$ cat src/rtl/l4_decode_ctl_if.sv
// Command/decoder bundle between the two requesters and l4_decode_ctl.
// master = requester side, slave = the sequencer.
interface l4_decode_ctl_if #(parameter int DEC_INBITS = 4);
    logic                  req0, req1;
    logic [1:0]            op0, op1;
    logic [DEC_INBITS-1:0] rlo0, rhi0, clo0, chi0;
    logic [DEC_INBITS-1:0] rlo1, rhi1, clo1, chi1;
    logic                  gnt0, gnt1;
    logic                  done0, done1;
    logic                  busy;
    logic [2:0]            row_sel_range, col_sel_range;
    logic [DEC_INBITS-1:0] row_lower, row_upper, col_lower, col_upper;
    logic                  dec_valid;
    logic [DEC_INBITS-1:0] dec_row;

    modport master (
        output req0, req1, op0, op1,
        output rlo0, rhi0, clo0, chi0, rlo1, rhi1, clo1, chi1,
        input  gnt0, gnt1, done0, done1, busy,
        input  row_sel_range, col_sel_range,
        input  row_lower, row_upper, col_lower, col_upper,
        input  dec_valid, dec_row
    );

    modport slave (
        input  req0, req1, op0, op1,
        input  rlo0, rhi0, clo0, chi0, rlo1, rhi1, clo1, chi1,
        output gnt0, gnt1, done0, done1, busy,
        output row_sel_range, col_sel_range,
        output row_lower, row_upper, col_lower, col_upper,
        output dec_valid, dec_row
    );
endinterface

$ cat src/rtl/l4_decode_ctl.sv
// Round-robin sequencer for the L4 row/column decoder pair.
// Optional macro L4_SWEEP_EN builds the multi-step row sweep for op 10.

module l4_bound_norm #(parameter int W = 4) (
    input  logic [W-1:0] lo,
    input  logic [W-1:0] hi,
    output logic [W-1:0] n_lo,
    output logic [W-1:0] n_hi
);
    assign n_lo = (lo > hi) ? hi : lo;
    assign n_hi = (lo > hi) ? lo : hi;
endmodule

module l4_decode_ctl #(parameter int DEC_INBITS = 4) (
    input  logic            clk,
    input  logic            reset,
    l4_decode_ctl_if.slave  bus
);
    localparam int W = DEC_INBITS;
    localparam int NUM_REQ = 2;
    localparam logic [W-1:0] ONE = W'(1);

    localparam logic [1:0] OP_CELL  = 2'b00;
    localparam logic [1:0] OP_RECT  = 2'b01;
    localparam logic [1:0] OP_SWEEP = 2'b10;
    localparam logic [1:0] OP_ALL   = 2'b11;

    localparam logic [2:0] SEL_DIS = 3'b000;
    localparam logic [2:0] SEL_LOW = 3'b001;
    localparam logic [2:0] SEL_RNG = 3'b011;
    localparam logic [2:0] SEL_ALL = 3'b100;

    typedef enum logic [1:0] {IDLE, DRIVE, SETTLE} state_t;

    typedef struct packed {
        logic [1:0]   op;
        logic [W-1:0] rlo;
        logic [W-1:0] rhi;
        logic [W-1:0] clo;
        logic [W-1:0] chi;
    } cmd_t;

    logic [NUM_REQ-1:0][1:0]   op_v;
    logic [NUM_REQ-1:0][W-1:0] rlo_v, rhi_v, clo_v, chi_v;
    logic [NUM_REQ-1:0][W-1:0] rlo_n, rhi_n, clo_n, chi_n;
    cmd_t                      cand [NUM_REQ];

    assign op_v  = {bus.op1,  bus.op0};
    assign rlo_v = {bus.rlo1, bus.rlo0};
    assign rhi_v = {bus.rhi1, bus.rhi0};
    assign clo_v = {bus.clo1, bus.clo0};
    assign chi_v = {bus.chi1, bus.chi0};

    // Bounds are normalised before capture so the decoder always sees lower <= upper.
    for (genvar g = 0; g < NUM_REQ; g++) begin : g_req
        l4_bound_norm #(.W(W)) u_row_norm (
            .lo(rlo_v[g]), .hi(rhi_v[g]), .n_lo(rlo_n[g]), .n_hi(rhi_n[g])
        );
        l4_bound_norm #(.W(W)) u_col_norm (
            .lo(clo_v[g]), .hi(chi_v[g]), .n_lo(clo_n[g]), .n_hi(chi_n[g])
        );
        assign cand[g] = '{op: op_v[g], rlo: rlo_n[g], rhi: rhi_n[g],
                           clo: clo_n[g], chi: chi_n[g]};
    end

    state_t       state;
    cmd_t         cmd;
    logic [W-1:0] cur;
    logic         owner;
    logic         last_gnt;

    logic [1:0]   gnt_q, done_q;
    logic         busy_q, dec_valid_q;
    logic [W-1:0] dec_row_q;
    logic [2:0]   row_sel_q, col_sel_q;
    logic [W-1:0] row_lo_q, row_hi_q, col_lo_q, col_hi_q;

    // Contention goes to whoever did not win last time; last_gnt resets to 1.
    logic req_any, win;
    assign req_any = bus.req0 | bus.req1;
    assign win     = (bus.req0 & bus.req1) ? ~last_gnt : bus.req1;

    logic last_step;
`ifdef L4_SWEEP_EN
    assign last_step = (cmd.op != OP_SWEEP) || (cur == cmd.rhi);
`else
    assign last_step = 1'b1;
`endif

    // Decoder settings for the step about to be driven: the first step while
    // granting from IDLE, the following sweep row while in DRIVE.
    cmd_t         src;
    logic [2:0]   n_row_sel, n_col_sel;
    logic [W-1:0] n_row_lo, n_row_hi, n_col_lo, n_col_hi;

    always_comb begin
        src       = (state == IDLE) ? cand[win] : cmd;
        n_row_sel = SEL_DIS;
        n_col_sel = SEL_DIS;
        n_row_lo  = '0;
        n_row_hi  = '0;
        n_col_lo  = '0;
        n_col_hi  = '0;
        case (src.op)
            OP_CELL: begin
                n_row_sel = SEL_LOW;
                n_row_lo  = src.rlo;
                n_col_sel = SEL_LOW;
                n_col_lo  = src.clo;
            end
            OP_ALL: begin
                n_row_sel = SEL_ALL;
                n_col_sel = SEL_ALL;
            end
`ifdef L4_SWEEP_EN
            OP_SWEEP: begin
                n_row_sel = SEL_LOW;
                n_row_lo  = (state == IDLE) ? src.rlo : cur + ONE;
                n_col_sel = SEL_RNG;
                n_col_lo  = src.clo;
                n_col_hi  = src.chi;
            end
`endif
            default: begin
                n_row_sel = SEL_RNG;
                n_row_lo  = src.rlo;
                n_row_hi  = src.rhi;
                n_col_sel = SEL_RNG;
                n_col_lo  = src.clo;
                n_col_hi  = src.chi;
            end
        endcase
    end

    always_ff @(posedge clk) begin
        if (reset) begin
            state       <= IDLE;
            cmd         <= '0;
            cur         <= '0;
            owner       <= 1'b0;
            last_gnt    <= 1'b1;
            gnt_q       <= '0;
            done_q      <= '0;
            busy_q      <= 1'b0;
            dec_valid_q <= 1'b0;
            dec_row_q   <= '0;
            row_sel_q   <= SEL_DIS;
            col_sel_q   <= SEL_DIS;
            row_lo_q    <= '0;
            row_hi_q    <= '0;
            col_lo_q    <= '0;
            col_hi_q    <= '0;
        end else begin
            gnt_q       <= '0;
            done_q      <= '0;
            dec_valid_q <= (state == DRIVE);
            dec_row_q   <= cur;
            case (state)
                IDLE: begin
                    if (req_any) begin
                        state      <= DRIVE;
                        cmd        <= cand[win];
                        cur        <= cand[win].rlo;
                        owner      <= win;
                        last_gnt   <= win;
                        gnt_q[win] <= 1'b1;
                        busy_q     <= 1'b1;
                        row_sel_q  <= n_row_sel;
                        col_sel_q  <= n_col_sel;
                        row_lo_q   <= n_row_lo;
                        row_hi_q   <= n_row_hi;
                        col_lo_q   <= n_col_lo;
                        col_hi_q   <= n_col_hi;
                    end
                end
                DRIVE: begin
                    if (last_step) begin
                        state         <= SETTLE;
                        done_q[owner] <= 1'b1;
                        row_sel_q     <= SEL_DIS;
                        col_sel_q     <= SEL_DIS;
                    end else begin
                        // cur == rhi ends the sweep, so cur never wraps past the top row.
                        cur       <= cur + ONE;
                        row_sel_q <= n_row_sel;
                        col_sel_q <= n_col_sel;
                        row_lo_q  <= n_row_lo;
                        row_hi_q  <= n_row_hi;
                        col_lo_q  <= n_col_lo;
                        col_hi_q  <= n_col_hi;
                    end
                end
                SETTLE: begin
                    state  <= IDLE;
                    busy_q <= 1'b0;
                end
                default: state <= IDLE;
            endcase
        end
    end

    assign bus.gnt0          = gnt_q[0];
    assign bus.gnt1          = gnt_q[1];
    assign bus.done0         = done_q[0];
    assign bus.done1         = done_q[1];
    assign bus.busy          = busy_q;
    assign bus.row_sel_range = row_sel_q;
    assign bus.col_sel_range = col_sel_q;
    assign bus.row_lower     = row_lo_q;
    assign bus.row_upper     = row_hi_q;
    assign bus.col_lower     = col_lo_q;
    assign bus.col_upper     = col_hi_q;
    assign bus.dec_valid     = dec_valid_q;
    assign bus.dec_row       = dec_row_q;
endmodule

$ cat src/flat_wrapper.sv
// flat-port wrapper written by rule: the top's interface ports become plain ports
module l4_decode_ctl_flat 
#(parameter int DEC_INBITS = 4)
  (clk, reset, bus_req0, bus_req1, bus_op0, bus_op1, bus_rlo0, bus_rhi0, bus_clo0, bus_chi0, bus_rlo1, bus_rhi1, bus_clo1, bus_chi1, bus_gnt0, bus_gnt1, bus_done0, bus_done1, bus_busy, bus_row_sel_range, bus_col_sel_range, bus_row_lower, bus_row_upper, bus_col_lower, bus_col_upper, bus_dec_valid, bus_dec_row);
  l4_decode_ctl_if #(.DEC_INBITS(DEC_INBITS)) bus_i ();
  input  logic clk;
  input  logic reset;
  input wire logic [$bits(bus_i.req0)-1:0] bus_req0;
  input wire logic [$bits(bus_i.req1)-1:0] bus_req1;
  input wire logic [$bits(bus_i.op0)-1:0] bus_op0;
  input wire logic [$bits(bus_i.op1)-1:0] bus_op1;
  input wire logic [$bits(bus_i.rlo0)-1:0] bus_rlo0;
  input wire logic [$bits(bus_i.rhi0)-1:0] bus_rhi0;
  input wire logic [$bits(bus_i.clo0)-1:0] bus_clo0;
  input wire logic [$bits(bus_i.chi0)-1:0] bus_chi0;
  input wire logic [$bits(bus_i.rlo1)-1:0] bus_rlo1;
  input wire logic [$bits(bus_i.rhi1)-1:0] bus_rhi1;
  input wire logic [$bits(bus_i.clo1)-1:0] bus_clo1;
  input wire logic [$bits(bus_i.chi1)-1:0] bus_chi1;
  output wire logic [$bits(bus_i.gnt0)-1:0] bus_gnt0;
  output wire logic [$bits(bus_i.gnt1)-1:0] bus_gnt1;
  output wire logic [$bits(bus_i.done0)-1:0] bus_done0;
  output wire logic [$bits(bus_i.done1)-1:0] bus_done1;
  output wire logic [$bits(bus_i.busy)-1:0] bus_busy;
  output wire logic [$bits(bus_i.row_sel_range)-1:0] bus_row_sel_range;
  output wire logic [$bits(bus_i.col_sel_range)-1:0] bus_col_sel_range;
  output wire logic [$bits(bus_i.row_lower)-1:0] bus_row_lower;
  output wire logic [$bits(bus_i.row_upper)-1:0] bus_row_upper;
  output wire logic [$bits(bus_i.col_lower)-1:0] bus_col_lower;
  output wire logic [$bits(bus_i.col_upper)-1:0] bus_col_upper;
  output wire logic [$bits(bus_i.dec_valid)-1:0] bus_dec_valid;
  output wire logic [$bits(bus_i.dec_row)-1:0] bus_dec_row;
  assign bus_i.req0 = bus_req0;
  assign bus_i.req1 = bus_req1;
  assign bus_i.op0 = bus_op0;
  assign bus_i.op1 = bus_op1;
  assign bus_i.rlo0 = bus_rlo0;
  assign bus_i.rhi0 = bus_rhi0;
  assign bus_i.clo0 = bus_clo0;
  assign bus_i.chi0 = bus_chi0;
  assign bus_i.rlo1 = bus_rlo1;
  assign bus_i.rhi1 = bus_rhi1;
  assign bus_i.clo1 = bus_clo1;
  assign bus_i.chi1 = bus_chi1;
  assign bus_gnt0 = bus_i.gnt0;
  assign bus_gnt1 = bus_i.gnt1;
  assign bus_done0 = bus_i.done0;
  assign bus_done1 = bus_i.done1;
  assign bus_busy = bus_i.busy;
  assign bus_row_sel_range = bus_i.row_sel_range;
  assign bus_col_sel_range = bus_i.col_sel_range;
  assign bus_row_lower = bus_i.row_lower;
  assign bus_row_upper = bus_i.row_upper;
  assign bus_col_lower = bus_i.col_lower;
  assign bus_col_upper = bus_i.col_upper;
  assign bus_dec_valid = bus_i.dec_valid;
  assign bus_dec_row = bus_i.dec_row;
  l4_decode_ctl #(.DEC_INBITS(DEC_INBITS)) u_core (.clk(clk), .reset(reset), .bus(bus_i));
endmodule
$ cat config.mk
export PLATFORM = sky130hd
export DESIGN_NAME = l4_decode_ctl_flat
export DESIGN_NICKNAME = d
export VERILOG_FILES = /design/src/rtl/l4_decode_ctl_if.sv /design/src/rtl/l4_decode_ctl.sv /design/src/flat_wrapper.sv
export SDC_FILE = /design/constraint.sdc
export NUM_CORES = 1
export LEC_CHECK = 0
export ABC_AREA = 1
export CAP_MARGIN = 20
export CORE_UTILIZATION = 39
export CTS_CLUSTER_DIAMETER = 50
export DETAILED_ROUTE_END_ITERATION = 7
export DONT_BUFFER_PORTS = 1
export SYNTH_ARGS = -nofsm -noshare
export SYNTH_HDL_FRONTEND = slang
export SYNTH_SLANG_ARGS = --single-unit
$ cat constraint.sdc
create_clock -name clk -period 2.3 [get_ports clk]
set_clock_uncertainty 0.15 [all_clocks]
set_input_delay 0.345 -clock clk [delete_from_list [all_inputs] [get_ports clk]]
set_output_delay 0.345 -clock clk [all_outputs]
set_load 0.02 [all_outputs]
# After elaboration in Yosys (flattened, before gate mapping)
# Cells that the tools add are included.
# word_totals
out_inout_bits	32
wordCells	78
ff_bits	51
input_bits	40
# classes
muxes	28
bitwise_logic	7
n_eq_ne	4
reduce_logical	12
order_cmp	9
# op_table
cell	count
18-bit 2-to-1 mux	4
4-bit 2-to-1 mux	12
4-bit > comparator	4
3-bit case mux with 2 select lines	2
2-bit AND reduction	3
2-bit == test (second input constant)	2
2-bit zero test	2
1-bit by 2-bit less-than comparator with 1-bit output (second input constant)	2
1-bit 2-to-1 mux	4
1-bit NOT	4
2-bit case mux with 2 select lines	1
2-bit nonzero test	2
2-bit OR reduction	2
3-bit 2-to-1 mux	1
3-bit OR reduction	1
1-bit demux with 1-bit select	2
2-bit by 1-bit == test with 1-bit output (second input constant)	1
1-bit greater-or-equal comparator (second input constant)	2
2-bit greater-or-equal comparator (second input constant)	1
1-bit logical AND	2
2-bit 2-to-1 mux	1
2-bit by 1-bit != test with 1-bit output (second input constant)	1
1-bit NOT with 2-bit output	1
1-bit case mux with 2 select lines	1
2 further kinds	2

# Longest topological paths before layout
# Gate-level depths: netlist (run 1).
# depth
word_depth	11
ltp_mapped	14
mapped_depth_nobuf	14

# Modules after synthesis
# A second synthesis (run 1) with hierarchy kept.
# hier_totals
cells_unflattened	397
hier_area_um2	2521.2
# modules_own_cells
mod	seq_area_each_um2	cells_per_inst	instances	area_each_um2
l4_decode_ctl	780.7	225	1	1625.3
l4_bound_norm	0.0	43	4	224.0

# Least setup slack after synthesis (run 1)
# Ideal clock, no wire load.
# synth_timing
path_type	input port to flip-flop
startpoint	input bus_req1
endpoint	register u_core.row_lo_q[3] (netlist: u_core.bus.row_lower[3])
setup_time_ns	0.056
path_slack_ns	0.328
cell_stages	13
required_ns	2.094
n_path_buf	1
arrival_ns	1.766
cell_sequence	inv_1 a21oi_2 buf_4 mux2i_1 nand2_1 nand2_1 inv_1 ha_1 nor2_2 inv_1 a21oi_1 nand2_1 inv_1
# synth_between
elab_chain_cells	9
word_cells_on_any_way	11
classes_between	1 x eq/ne; 6 x mux; 3 x bitwise; 1 x reduce/logical
# synth_lines
element	line_no	rtl
start: declaration	flat_wrapper.sv:9	input wire logic [$bits(bus_i.req1)-1:0] bus_req1;
1-bit AND	l4_decode_ctl.sv:81	assign win = (bus.req0 & bus.req1) ? ~last_gnt : bus.req1;
1-bit 2-to-1 mux	l4_decode_ctl.sv:81	
1-bit NOT with 2-bit output (implied by the code)	l4_decode_ctl.sv:97	src = (state == IDLE) ? cand[win] : cmd;
18-bit 2-to-1 mux (implied by the code) (3 in a row)	l4_decode_ctl.sv:97	
18-bit 2-to-1 mux	l4_decode_ctl.sv:97	
2-bit == test	l4_decode_ctl.sv:104	case (src.op)
4-bit 2-to-1 mux	l4_decode_ctl.sv:104	
end signal: assignment	l4_decode_ctl.sv:170	row_lo_q <= n_row_lo;
end signal: assignment	l4_decode_ctl.sv:187	row_lo_q <= n_row_lo;
end: declaration	l4_decode_ctl.sv:76	logic [W-1:0] row_lo_q, row_hi_q, col_lo_q, col_hi_q;
# Parallel ways exist; a longest one is shown, timed or not. The select of a mux whose other input is x is not followed.
# A chain may end at the register's enable or synchronous reset.

# Final worst setup path (run 1)
# layout_timing
startpoint	register u_core.last_gnt
endpoint	register u_core.row_lo_q[3] (netlist: u_core.bus.row_lower[3])
# layout_between
elab_chain_cells	9
# layout_lines
element	line_no	rtl
start: declaration	l4_decode_ctl.sv:70	logic last_gnt;
start signal: assignment	l4_decode_ctl.sv:165	last_gnt <= win;
1-bit NOT (*)	l4_decode_ctl.sv:81	
1-bit 2-to-1 mux (*)	l4_decode_ctl.sv:81	
1-bit NOT with 2-bit output (implied by the code) (*)	l4_decode_ctl.sv:97	
18-bit 2-to-1 mux (implied by the code) (*) (3 in a row)	l4_decode_ctl.sv:97	
18-bit 2-to-1 mux (*)	l4_decode_ctl.sv:97	
2-bit == test	l4_decode_ctl.sv:104	
4-bit 2-to-1 mux (*)	l4_decode_ctl.sv:104	
# Every way passes the cells marked *; elsewhere a longest branch is shown, timed or not. The select of a mux whose other input is x is not followed.

==> run metrics, run 1 <==
Tightest Pin Transition 0.9609 ns; Worst Hold Class in -> reg; asr flop ratio synth 0%; main flop type after synthesis dfxtp_1; antenna viol nets, final 0; Yosys warning total 0; core area 0.005991 mm2; nets 409; Worst Setup Slack post-DPL 0.1623 ns; RSZ-0062 raised after global routing no; setup_tns 0 ns; syn avg cell area 6.880 um2; Crit Path Max Fanout 5; Tcrit/Tclk final 91.05%; initial antenna violation count 1; CTS Buffer Depth 2; Tot GR Track Use 17.98%; full die area 0.006583 mm2; Worst path max stage delay 0.33 ns; slowest CP cell dfxtp_1; #FFs+latches synth 39; worst path required time 2.39 ns; Post-synth EDFFs 0; FMAX 477.5 MHz; Final Max Tran Viols 0; met2 wire len 2694 um; sequential cell area 780.7 um2; Die Height 81.14 um; Finished Core Util 43.71%; DRC errors left 0; max_slew headroom 35.73%; IO Pins 72; crit path kind reg -> reg; top cell type's share of synthesized area 31.97%; largest net degree at the start of global routing 26; met3 WL 355 um; CP Cell Sequence a21oi_2 -> mux2i_1 -> nand2_1 -> nand2_1 -> inv_1 -> ha_1 -> nor2_2 -> inv_1 -> a21oi_1 -> nand2_1 -> inv_1; DR pass1 iterations 4; Fin. Hold Viols 0; Final Power 1.994 mW; Starting DRT DRC Count 93; share of cells above drive strength 1 9.972%; most frequent cell after synthesis nand2_1; first-pass GRT wire length 9045 um; syn_nets 414; max layer used met4; element type at the critical path end flop; worst setup margin 0.2058 ns; VDD IR max 367.9 uV; via count 2,141; register area share after synthesis 31.97%; Reg2Reg Depth 11; Post-Syn Instances 355; area taken by multi-input logic gates 0.001370 mm2; Hold Crit Depth 3; GR Overflow Total 0; PwrDens 761.5 mW/mm2; total CTS buffers 5; IO buf count 0; Pleak 1.279 nW; # rows 28; drt wl/cell 12.98 um; Post-synth top cells 97 x nand2_1, 64 x nand3_1, 47 x inv_1; Cell Area, Synth 0.002442 mm2; # H-tree levels 2; clock latency on the worst-skew pair 0.29 ns; Post-CTS Setup Repair Bufs 0; Critical Path Source Type flop; layout filler cell count 632; status completed; Chip Width 81.14 um; CTS Root Cell clkbuf_8; fin crit period 2.094 ns; Final HPWL DP 4342 um; Synth area leader dfxtp_1; Design Area, Final 0.002619 mm2; Yosys cell types 30; maxcap violations 0; vias in the first global route 1,942; Synth-to-Final Area Change 7.223%; Area after DPL 0.002470 mm2; clk sinks 39; Starting Density 40.77%; Routability Congestion 0.7858; endpoints failing setup 0; routed wire length 5544 um; Synth area leaders dfxtp_1 32%, nand2_1 15%, nand3_1 13%; crit path DAT 2.18 ns; CTS tree built; Worst-path clk slew 0.08 ns; wl on met1 2448 um; Via density 5.014
[registers in the layout, indices dropped and copies added (netlist names)]
signal,cells
u_core.gnt_q,2
u_core.bus.row_lower,4
u_core.last_gnt,1
u_core.bus.row_sel_range,3
u_core.bus.busy,1
u_core.state,2
u_core.bus.col_lower,4
u_core.owner,1
u_core.bus.row_upper,4
u_core.bus.dec_valid,1
u_core.done_q,2
u_core.cmd,6
u_core.bus.dec_row,4
u_core.bus.col_upper,4
[timing repair]
action	in CTS	in global routing
endpoints found under the hold margin	25	0
resized for setup	0	0
hold buffers	1	0
[worst max-delay path: cells and delay by family (launching register included)]
family,cells,cell delay [ns]
AND/OR/NAND/NOR,4,0.45
AO/OA/AOI/OAI,2,0.39
multiplexers,1,0.27
flip-flops,1,0.33
buffers and inverters,3,0.23
adder cells (fa/ha/maj),1,0.22
[layer usage]
metal	vias up	track usage, %
met3	7	5.506
met4	0	5.179
li1	1132	-
met1	954	21.86
met5	-	0
met2	48	30.34
[area by class of cell]
type	instances	area share (%)
multi-input combinational	247	52.32
sequential	39	29.81
inverter	52	7.453
tap	75	3.583
clock buffer	5	2.628
clock inverter	3	2.580
timing repair buffer	5	1.529
antenna	1	0.09556
[cells in the final DEF (no fill, tap or decap), types with 3 or more instances in the layout]
cell,netlist,routed
ha_1,19,19
o21ai_4,3,3
dfxtp_1,39,39
nand2_2,3,3
nor2_1,12,12
buf_4,5,4
nand3_1,64,64
inv_1,47,47
inv_2,5,5
nand2_1,97,97
o211ai_1,3,3
clkbuf_8,0,5
o21ai_0,4,4
a21oi_1,23,23
o211ai_2,3,3
[where the power goes]
group | leakage (nW) | internal, mW | switching, mW
Clock | 0.0644 | 0.432 | 0.239
Combinational | 0.894 | 0.163 | 0.297
Sequential | 0.321 | 0.747 | 0.117
Total | 1.28 | 1.34 | 0.652
[kinds of logic (layout without fill, tap and decap cells)]
family	after synthesis	count (layout)	share of synthesized area (%)
and+or+nand+nor	186	186	34.48
adders and majority gates	19	19	9.734
AOI/OAI and AO/OA	41	41	11.48
buffers and inverters	69	65	11.94
other	0	1	0
DFF	39	39	31.97
muxes	1	1	0.4099
[final timing paths]
| check | from | end | slack [ns] |
|---|---|---|---|
| worst max register to register | u_core.last_gnt | u_core.bus.row_lower[3] | 0.21 |
| worst min register to register | u_core.cmd[14] | u_core.bus.dec_row[2] | 0.27 |
| worst min-delay path | reset | u_core.bus.row_lower[3] | 0.05 |
| worst max-delay path | u_core.last_gnt | u_core.bus.row_lower[3] | 0.21 |
[stage by stage]
stage,hold WS [ns],cells
final,0.04813,427
after global routing,0.04347,427
after detailed placement,0.2587,417
after global placement,0.2561,417
after floorplan,0.2497,355
after CTS,0.04064,426
Power figures use the tool's default switching activity.
==> run 2: changes to the inputs <==
- ABC_AREA: 1 -> 0
- SLEW_MARGIN: unset -> 40
==> run metrics, run 2 <==
status completed; top cell type's share of synthesized area 32.48% (+0.52 points); most common cell after layout, fill and taps aside dfxtp_1; Post-synth top cells 39 x dfxtp_1, 37 x nand2_1, 23 x inv_1; endpoints failing setup 0 (unchanged); Tcrit/Tclk final 94.93% (+3.9 points); PwrDens 679.5 mW/mm2 (-11%); Reg with most FFs u_core.cmd; DR pass1 iterations 4 (unchanged); antenna viol nets, final 0 (unchanged); commonest non-fill, non-tap cells in the layout 39 x dfxtp_1, 37 x nand2_1, 22 x inv_1, 22 x mux2i_1, 19 x ha_1; Final Max Tran Viols 0 (unchanged); clk sinks 39 (unchanged); Starting DRT DRC Count 83 (-11%); drt wl/cell 15.88 um (+22%); asr flop ratio synth 0% (unchanged); most frequent cell after synthesis dfxtp_1; worst hold slack 0.01646 ns (-0.03167 ns); initial antenna violation count 0 (-1); # H-tree levels 2 (unchanged); Hold Crit Depth 1 (-2); crit path DAT 2.24 ns (+0.06 ns); max FFs per register 6 (unchanged); vias in the first global route 1,960 (+0.93%); max_slew headroom 59.12% (+23 points); via count 2,061 (-3.7%); Starting Density 40.60% (-0.17 points); crit path kind reg -> reg; DRC errors left 0 (unchanged); ant diodes 0 (-1); #FFs+latches synth 39 (unchanged); Switching Share 34.96% (+2.2 points); first-pass GRT wire length 9142 um (+1.1%); Die Height 80.51 um (-0.78%); Yosys cell types 38 (+27%); Chip Width 80.51 um (-0.78%); total CTS buffers 5 (unchanged); fin crit period 2.183 ns (+0.08929 ns); core area 0.005921 mm2 (-1.2%); Crit Path Max Fanout 6 (+1); Cell Area, Synth 0.002404 mm2 (-1.6%); IO buf count 0 (unchanged); element type at the critical path end flop; Tightest Pin Transition 0.6125 ns (-0.3483 ns); CTS Buffer Depth 2 (unchanged); VDD IR max 408.4 uV (+11%); Post-Syn Instances 285 (-20%); # rows 28 (unchanged); Synth area leaders dfxtp_1 32%, ha_1 9.9%, mux2i_1 9.2%; syn avg cell area 8.434 um2 (+23%); FMAX 458.0 MHz (-4.1%); Synth area leader dfxtp_1; RSZ-0062 raised after global routing no; maxcap violations 0 (unchanged); sequential power share 49.7% (+6.4 points); CTS tree built; Synth-to-Final Area Change 8.381%; Via density 5.725 (+14%); crit path launch u_core.last_gnt; Final HPWL DP 4526 um (+4.3%); largest net degree at the start of global routing 16 (-38%); Yosys warning total 0 (unchanged); CTS Root Cell clkbuf_8; syn_nets 344 (-17%); main flop type after synthesis dfxtp_1; Worst Hold Class in -> reg; Pint 1.151 mW (-14%); IO Pins 72 (unchanged); routed wire length 5715 um (+3.1%); Area after DPL 0.002485 mm2 (+0.61%); Pleak 1.094 nW (-14%); Clock Power Share 25.4% (-8.2 points); Worst-path clk slew 0.08 ns (about the same); worst path required time 2.36 ns (-0.03 ns); share of cells above drive strength 1 10.53% (+0.55 points); Routability Congestion 0.8174 (+4.0%); Comb pwr share 24.9% (+1.9 points); worst r2r src u_core.last_gnt; layout filler cell count 593 (-6.2%); Reg2Reg Depth 7 (-4); Design Area, Final 0.002605 mm2 (-0.53%); Critical Path Source Type flop; Post-synth EDFFs 0 (unchanged); clock latency on the worst-skew pair 0.29 ns (about the same); register area share after synthesis 32.48% (+0.52 points); NetSw 0.6188 mW (-5.1%); full die area 0.006481 mm2 (-1.5%); Fin. Hold Viols 0 (unchanged); hold path startpoint reset; nets 343 (-16%); Tot GR Track Use 18.13% (+0.15 points); GR Overflow Total 0 (unchanged)
## run 2: changes by cell type in the layout (fill, tap and decap cells not counted), sizes merged, moves of 5 or more
cell / change
nand2: -65
nand3: -63
inv: -29
mux2i: +21
a21oi: -10
a32o: +10
nor2b: +8
o221ai: +8
o311ai: +7
nor2: +6
o22ai: +6
buf: +5
o21ai: +5
## run 2: layer usage
| layer | share of wire, % | GRT usage [%] | vias up |
|---|---|---|---|
| li1 | - | - | 1043 |
| met1 | 43 | 22.29 | 945 |
| met2 | 46 | 29.92 | 66 |
| met3 | 9.8 | 7.273 | 7 |
| met4 | 0.70 | 3.036 | 0 |
| met5 | 0 | 0 | - |
## run 2: final timing paths
| kind | end | slack, ns |
|---|---|---|
| max reg2reg | u_core.bus.row_lower[3] | 0.12 |
| min | u_core.last_gnt | 0.02 |
| max | u_core.bus.row_lower[3] | 0.12 |
| min reg2reg | u_core.done_q[0] | 0.29 |
## run 2: area by class of cell
cell class,instances,area (um2),area share [%]
Tap cell,75,93.84,3.602
Timing Repair Buffer,10,77.57,2.978
Inverter,23,86.33,3.314
Sequential cell,39,780.7,29.97
Multi-Input combinational cell,205,1481,56.87
Clock buffer,6,72.57,2.786
Clock inverter,2,12.51,0.4803
## run 2: per-stage QoR
stage | instances | power [mW] | TNS [ns] | setup WS, ns | utilization [%]
global route | 360 | 1.876 | 0 | 0.008040 | 44.00
floorplan | 285 | 1.220 | 0 | 0.2298 | -
detailed placement | 351 | 1.321 | -0.6205 | -0.1137 | 41.97
finish | 360 | 1.770 | 0 | 0.1165 | 44.00
global placement | 351 | 1.314 | -0.1675 | -0.04796 | 41.93
CTS | 360 | 1.778 | 0 | 0.06733 | 43.66
## run 2: cells by family (layout without fill, tap and decap cells)
| kind of cell | Yosys count | in the layout | share of synthesized area, % |
|---|---|---|---|
| AO/OA/AOI/OAI | 83 | 83 | 25.46 |
| adder cells (fa/ha/maj) | 19 | 19 | 9.891 |
| buffers and inverters | 41 | 41 | 7.028 |
| flip-flops | 39 | 39 | 32.48 |
| multiplexers | 22 | 22 | 9.162 |
| AND/OR/NAND/NOR | 81 | 81 | 15.98 |
## run 2: repair_timing
action	CTS	global route
endpoints found under the setup margin	7	14
pin swaps	0	0
hold endpoints to repair	15	0
setup buffers	0	0
hold buffers	1	0
resized for setup	2	3
## run 2: critical path, stage by stage, from the launching register on
cell and delay, ns:
dfxtp_1 0.36, a21boi_4 0.22, mux2i_1 0.29, a21o_1 0.17
inv_1 0.06, ha_1 0.26, or2_2 0.39, o221ai_1 0.22
## run 2: power by group through the flow
stage               Clock [mW]  Sequential, mW  Combinational (mW)
finish                   0.449           0.881               0.441
floorplan                    0           0.869               0.351
global route             0.492           0.893               0.491
global placement             0           0.897               0.417
CTS                      0.459           0.882               0.437
detailed placement           0           0.897               0.423
==> run 3: changes to the inputs <==
==> constraint.sdc (replaced) <==
create_clock -name clk -period 2 [get_ports clk]
set_clock_uncertainty 0.15 [all_clocks]
set_input_delay 0.3 -clock clk [delete_from_list [all_inputs] [get_ports clk]]
set_output_delay 0.3 -clock clk [all_outputs]
set_load 0.01 [all_outputs]
==> run metrics, run 3 (synthesis results as in run 2) <==
global route hottest layer met2; failing checks negative setup slack; Worst path max stage delay 0.58 ns (+0.19 ns); CTS Root Cell clkbuf_8; crit path DAT 2.06 ns (-0.18 ns); Via density 5.659 (-1.2%); Crit Path Max Fanout 7 (+1); Tightest Pin Transition 0.6379 ns (+0.02532 ns); VDD IR max 521.9 uV (+28%); element type at the critical path end flop; GR Overflow Total 0 (unchanged); worst setup margin -0.01046 ns (-0.1270 ns); max FFs per register 6 (unchanged); fin crit period 2.010 ns (-0.1730 ns); DRC errors left 0 (unchanged); worst path required time 2.05 ns (-0.31 ns); Final Max Tran Viols 0 (unchanged); Starting DRT DRC Count 68 (-18%); met2 usage 30.08% (+0.17 points); Die Height 80.51 um (unchanged); # H-tree levels 2 (unchanged); Worst Hold Class in -> reg; Starting Density 40.60% (unchanged); ant diodes 0 (unchanged); maxcap violations 0 (unchanged); DR pass1 iterations 4 (unchanged); most common cell after layout, fill and taps aside dfxtp_1; via count 2,139 (+3.8%); CTS Buffer Depth 2 (unchanged); CTS tree built; layout filler cell count 579 (-2.4%); Fin. Hold Viols 0 (unchanged); status finished with violations; CP Cell Sequence a21boi_4 -> buf_4 -> or4b_4 -> buf_6 -> nor2_4 -> o21ai_1 -> o311ai_1; Critical Path Source Type flop; core area 0.005921 mm2 (unchanged); Chip Width 80.51 um (unchanged); endpoints failing setup 2 (+2); Final Non-Filler Cells 378 (+5.0%); # rows 28 (unchanged); RSZ-0062 raised after global routing yes; largest net degree at the start of global routing 17 (+1); drt wl/cell 16.09 um (+1.3%); PwrDens 781.9 mW/mm2 (+15%); clock latency on the worst-skew pair 0.29 ns (about the same); FMAX 497.4 MHz (+8.6%); vias in the first global route 1,990 (+1.5%); Reg with most FFs u_core.cmd; met1 usage 24.11% (+1.8 points); antenna viol nets, final 0 (unchanged); max_slew headroom 57.43% (-1.7 points); first-pass GRT wire length 9349 um (+2.3%); Synth-to-Final Area Change 21.29%; nets 361 (+5.2%); share of cells above drive strength 1 22.77% (+12 points); IO buf count 0 (unchanged); initial antenna violation count 0 (unchanged); Routability Congestion 0.7699 (-5.8%); Tcrit/Tclk final 100.5% (+5.6 points); clk sinks 39 (unchanged); grt met3 use 5.341% (-1.9 points); total CTS buffers 5 (unchanged); Final HPWL DP 4724 um (+4.4%); commonest non-fill, non-tap cells in the layout 38 x dfxtp_1, 36 x nand2_1, 24 x buf_4; IO Pins 72 (unchanged); full die area 0.006481 mm2 (unchanged); Worst Setup Slack post-DPL -0.1166 ns (-0.002911 ns); Worst-path clk slew 0.08 ns (about the same); Pleak 1.235 nW (+13%); routed wire length 6081 um (+6.4%); crit path kind reg -> reg; Tot GR Track Use 18.71% (+0.58 points); slowest CP cell or4b_4; placed insts 366 (+4.3%)
[run 3: cell types whose count changed in the layout (fill, tap and decap cells not counted), moves of 4 or more]
cell | before | now
buf_4 | 9 | 24
o21ai_0 | 13 | 3
o21ai_1 | 0 | 4
o21ai_2 | 1 | 7
o311ai_0 | 7 | 0
[run 3: cell type report]
cell class              count  area [um2]  share of cell area (%)
clock buffers               5       68.82                   2.361
clock inverters             3       43.79                   1.502
inverters                  23       86.33                   2.961
multi-input cells         205        1609                   55.19
flip-flops and latches     39       782.0                   26.82
well taps                  75       93.84                   3.219
repair buffers             28       231.5                   7.940
[run 3: final timing paths]
path              cells after the start       startpoint  slack [ns]                      end
setup / recovery                      7  u_core.last_gnt       -0.01  u_core.bus.row_upper[2]
hold / removal                        2      bus_chi0[1]        0.07  u_core.bus.col_lower[1]
hold reg to reg                       1   u_core.cmd[13]        0.32    u_core.bus.dec_row[1]
setup reg to reg                      7  u_core.last_gnt       -0.01  u_core.bus.row_upper[2]
[run 3: report_power, final]
group	switching (mW)	internal, mW
combinational	0.353	0.311
sequential	0.0930	0.864
clock	0.287	0.371
total	0.733	1.55
[run 3: what timing repair did]
| item | 4_1_cts | 5_1_grt |
|---|---|---|
| hold buffers | 2 | 0 |
| setup endpoints to repair | 15 | 16 |
| setup buffers | 1 | 1 |
| resized for setup | 4 | 46 |
| hold endpoints to repair | 16 | 0 |
| pin swaps | 3 | 9 |
[run 3: stage by stage]
stage / util [%] / hold slack [ns] / TNS, ns / power, mW / area, um2
floorplan: - / 0.2666 / 0 / 1.349 / 2407
global placement: 44.08 / 0.2215 / -0.4755 / 1.520 / 2610
detailed placement: 44.13 / 0.2234 / -1.080 / 1.531 / 2613
CTS: 46.66 / 0.06184 / 0 / 2.202 / 2763
global route: 49.24 / 0.07631 / -0.2260 / 2.403 / 2915
finish: 49.24 / 0.07071 / -0.01236 / 2.279 / 2915
[run 3: worst max-delay path, delay by kind of cell, from the launching register on]
| family | cells | cell delay (ns) |
|---|---|---|
| buf+inv | 2 | 0.29 |
| compound gates | 3 | 0.28 |
| simple gates | 2 | 0.84 |
| flops | 1 | 0.36 |
[run 3: per-layer routing]
metal  routed length [um]  vias up  part of all wire (%)
met1                 2696      992                    44
li1                     -     1077                     -
met4                   66        0                   1.1
met2                 2897       63                    48
met3                  420        7                   6.9
met5                    0        -                     0
==> edit: new RTL, config.mk and constraints of run 3 <==
Encoding of `state_t`: now one-hot (3 bits for 3 states).
--- a/src/rtl/l4_decode_ctl.sv
+++ b/src/rtl/l4_decode_ctl.sv
@@ -31,5 +31,5 @@
     localparam logic [2:0] SEL_ALL = 3'b100;
 
-    typedef enum logic [1:0] {IDLE, DRIVE, SETTLE} state_t;
+    typedef enum logic [2:0] {IDLE = 3'b001, DRIVE = 3'b010, SETTLE = 3'b100} state_t;
 
     typedef struct packed {
Formal check against the unedited RTL: same outputs for any inputs over 10 cycles, from zero or initial values and one cycle with reset high; not proved beyond that.
==> edit against run 3 <==
- utilization is 0.41 points lower
- worst setup slack gained 59 ps
- routed wire length is 1.7% lower
- area after synthesis up 2.2%
- non-clock buffer count rose by 7
- die area rose by 2.1%
- power down 2.7%
- design area increased by 0.34%
- sequential cell count grew 1
==> edit: results <==
group,metric,value,unit
run_status,outcome,"finished clean",
critical_path,cpLargestDelayFamily,"compound AO/OA/AOI/OAI gates",
finish,fill_cells,563,
global_route,grt_pass1_wl,9220,um
logic_synthesis,synth_seq_area_share,0.326,
finish,fin_nets,367,
critical_path,crit_path_max_fanout,8,
global_route,gr-usage-met2,0.302,
route,wirelength_met1,2730,um
place,place.gp.congestion,0.779,
route,route.met2.wl,2780,um
global_route,grt_use_met3,0.0483,
clock_tree,htree_num_levels,2,
route,wl_met3,446,um
finish,multi_input_area,0.00159,mm2
logic_synthesis,ys_warn_count,0,
global_route,grt_pass1_vias,1977,
critical_path,crit_slowest_cell,"mux2i_1",
logic_synthesis,synth_common_cells,"41 x nand2_1, 40 x dfxtp_1, 22 x mux2i_1, 19 x inv_1, 18 x ha_1",
power_and_ir_drop,ir_worst_vdd,416,uV
global_route,grt_usage,0.181,
critical_path,cpPeakStageDelay,360,ps
global_route,use_met1,0.229,
place,place_area,0.00274,mm2
route,via_per_inst,5.58,
clock_tree,clk_latency,290,ps
power_and_ir_drop,power_frac_clock,0.230,
global_route,grt_max_degree,17,
logic_synthesis,synth_area_leaders,"dfxtp_1 33%, ha_1 9.2%, mux2i_1 9.0%",
place,preCtsSetupSlack,-177,ps
power_and_ir_drop,switchingPower,0.738,mW
power_and_ir_drop,p_leak,1.22,nW
logic_synthesis,ys_types,39,
clock_tree,root_buffer,"clkbuf_8",
route,routed_wl,5980,um
power_and_ir_drop,p_seq_frac,0.450,
place,dp_cells,375,
place,dpl.hpwl,4690,um
sta,relSlewSlack,0.559,
route,vias,2142,
logic_synthesis,syn_inst,286,
finish,drive_above_1_share,0.243,
power_and_ir_drop,p_sw_frac,0.333,
route,drt_first_iter_violations,70,
[edit: cell count changes after synthesis, sizes merged, moves of 2 or more]
cell | run 3 | this run
nor3b | 0 | 2
a31oi | 2 | 0
nor2b | 8 | 11
o31ai | 5 | 7
nor2 | 20 | 15
o21bai | 0 | 2
a21o | 3 | 0
nor3 | 2 | 0
nand3 | 2 | 0
inv | 23 | 20
nand2 | 37 | 41
or3 | 0 | 2
[edit: kinds of logic (layout without fill, tap and decap cells)]
| family | count (synthesis) | in the layout | synth area share |
|---|---|---|---|
| fa+ha+maj | 18 | 18 | 0.0917 |
| mux | 22 | 22 | 0.0897 |
| flops | 40 | 40 | 0.326 |
| simple gates | 83 | 83 | 0.161 |
| compound gates | 84 | 84 | 0.262 |
| buf+inv | 39 | 62 | 0.0693 |
[edit: worst paths after layout]
kind / endpoint / slack (ps) / start
max: u_core.bus.row_upper[0]$_SDFFE_PP0P_ / 50 / u_core.last_gnt$_SDFFE_PP1P_
max reg2reg: u_core.bus.row_upper[0]$_SDFFE_PP0P_ / 50 / u_core.last_gnt$_SDFFE_PP1P_
min: u_core.last_gnt$_SDFFE_PP1P_ / 60 / bus_req1
min reg2reg: u_core.done_q[0]$_SDFF_PP0_ / 280 / u_core.owner$_SDFFE_PP0P_
[edit: repair_timing]
item,CTS,global route
buffers inserted,1,0
endpoints found under the setup margin,16,16
pin swaps,0,2
gates resized for setup,10,15
endpoints found under the hold margin,12,0
hold buffers,1,0
[edit: area by class of cell]
| cell class | instances | share of cell area |
|---|---|---|
| Multi-Input combinational cell | 207 | 0.544 |
| Sequential cell | 40 | 0.275 |
| Timing Repair Buffer | 35 | 0.0950 |
| Tap cell | 75 | 0.0321 |
| Inverter | 20 | 0.0265 |
| Clock buffer | 5 | 0.0235 |
| Clock inverter | 2 | 0.00428 |
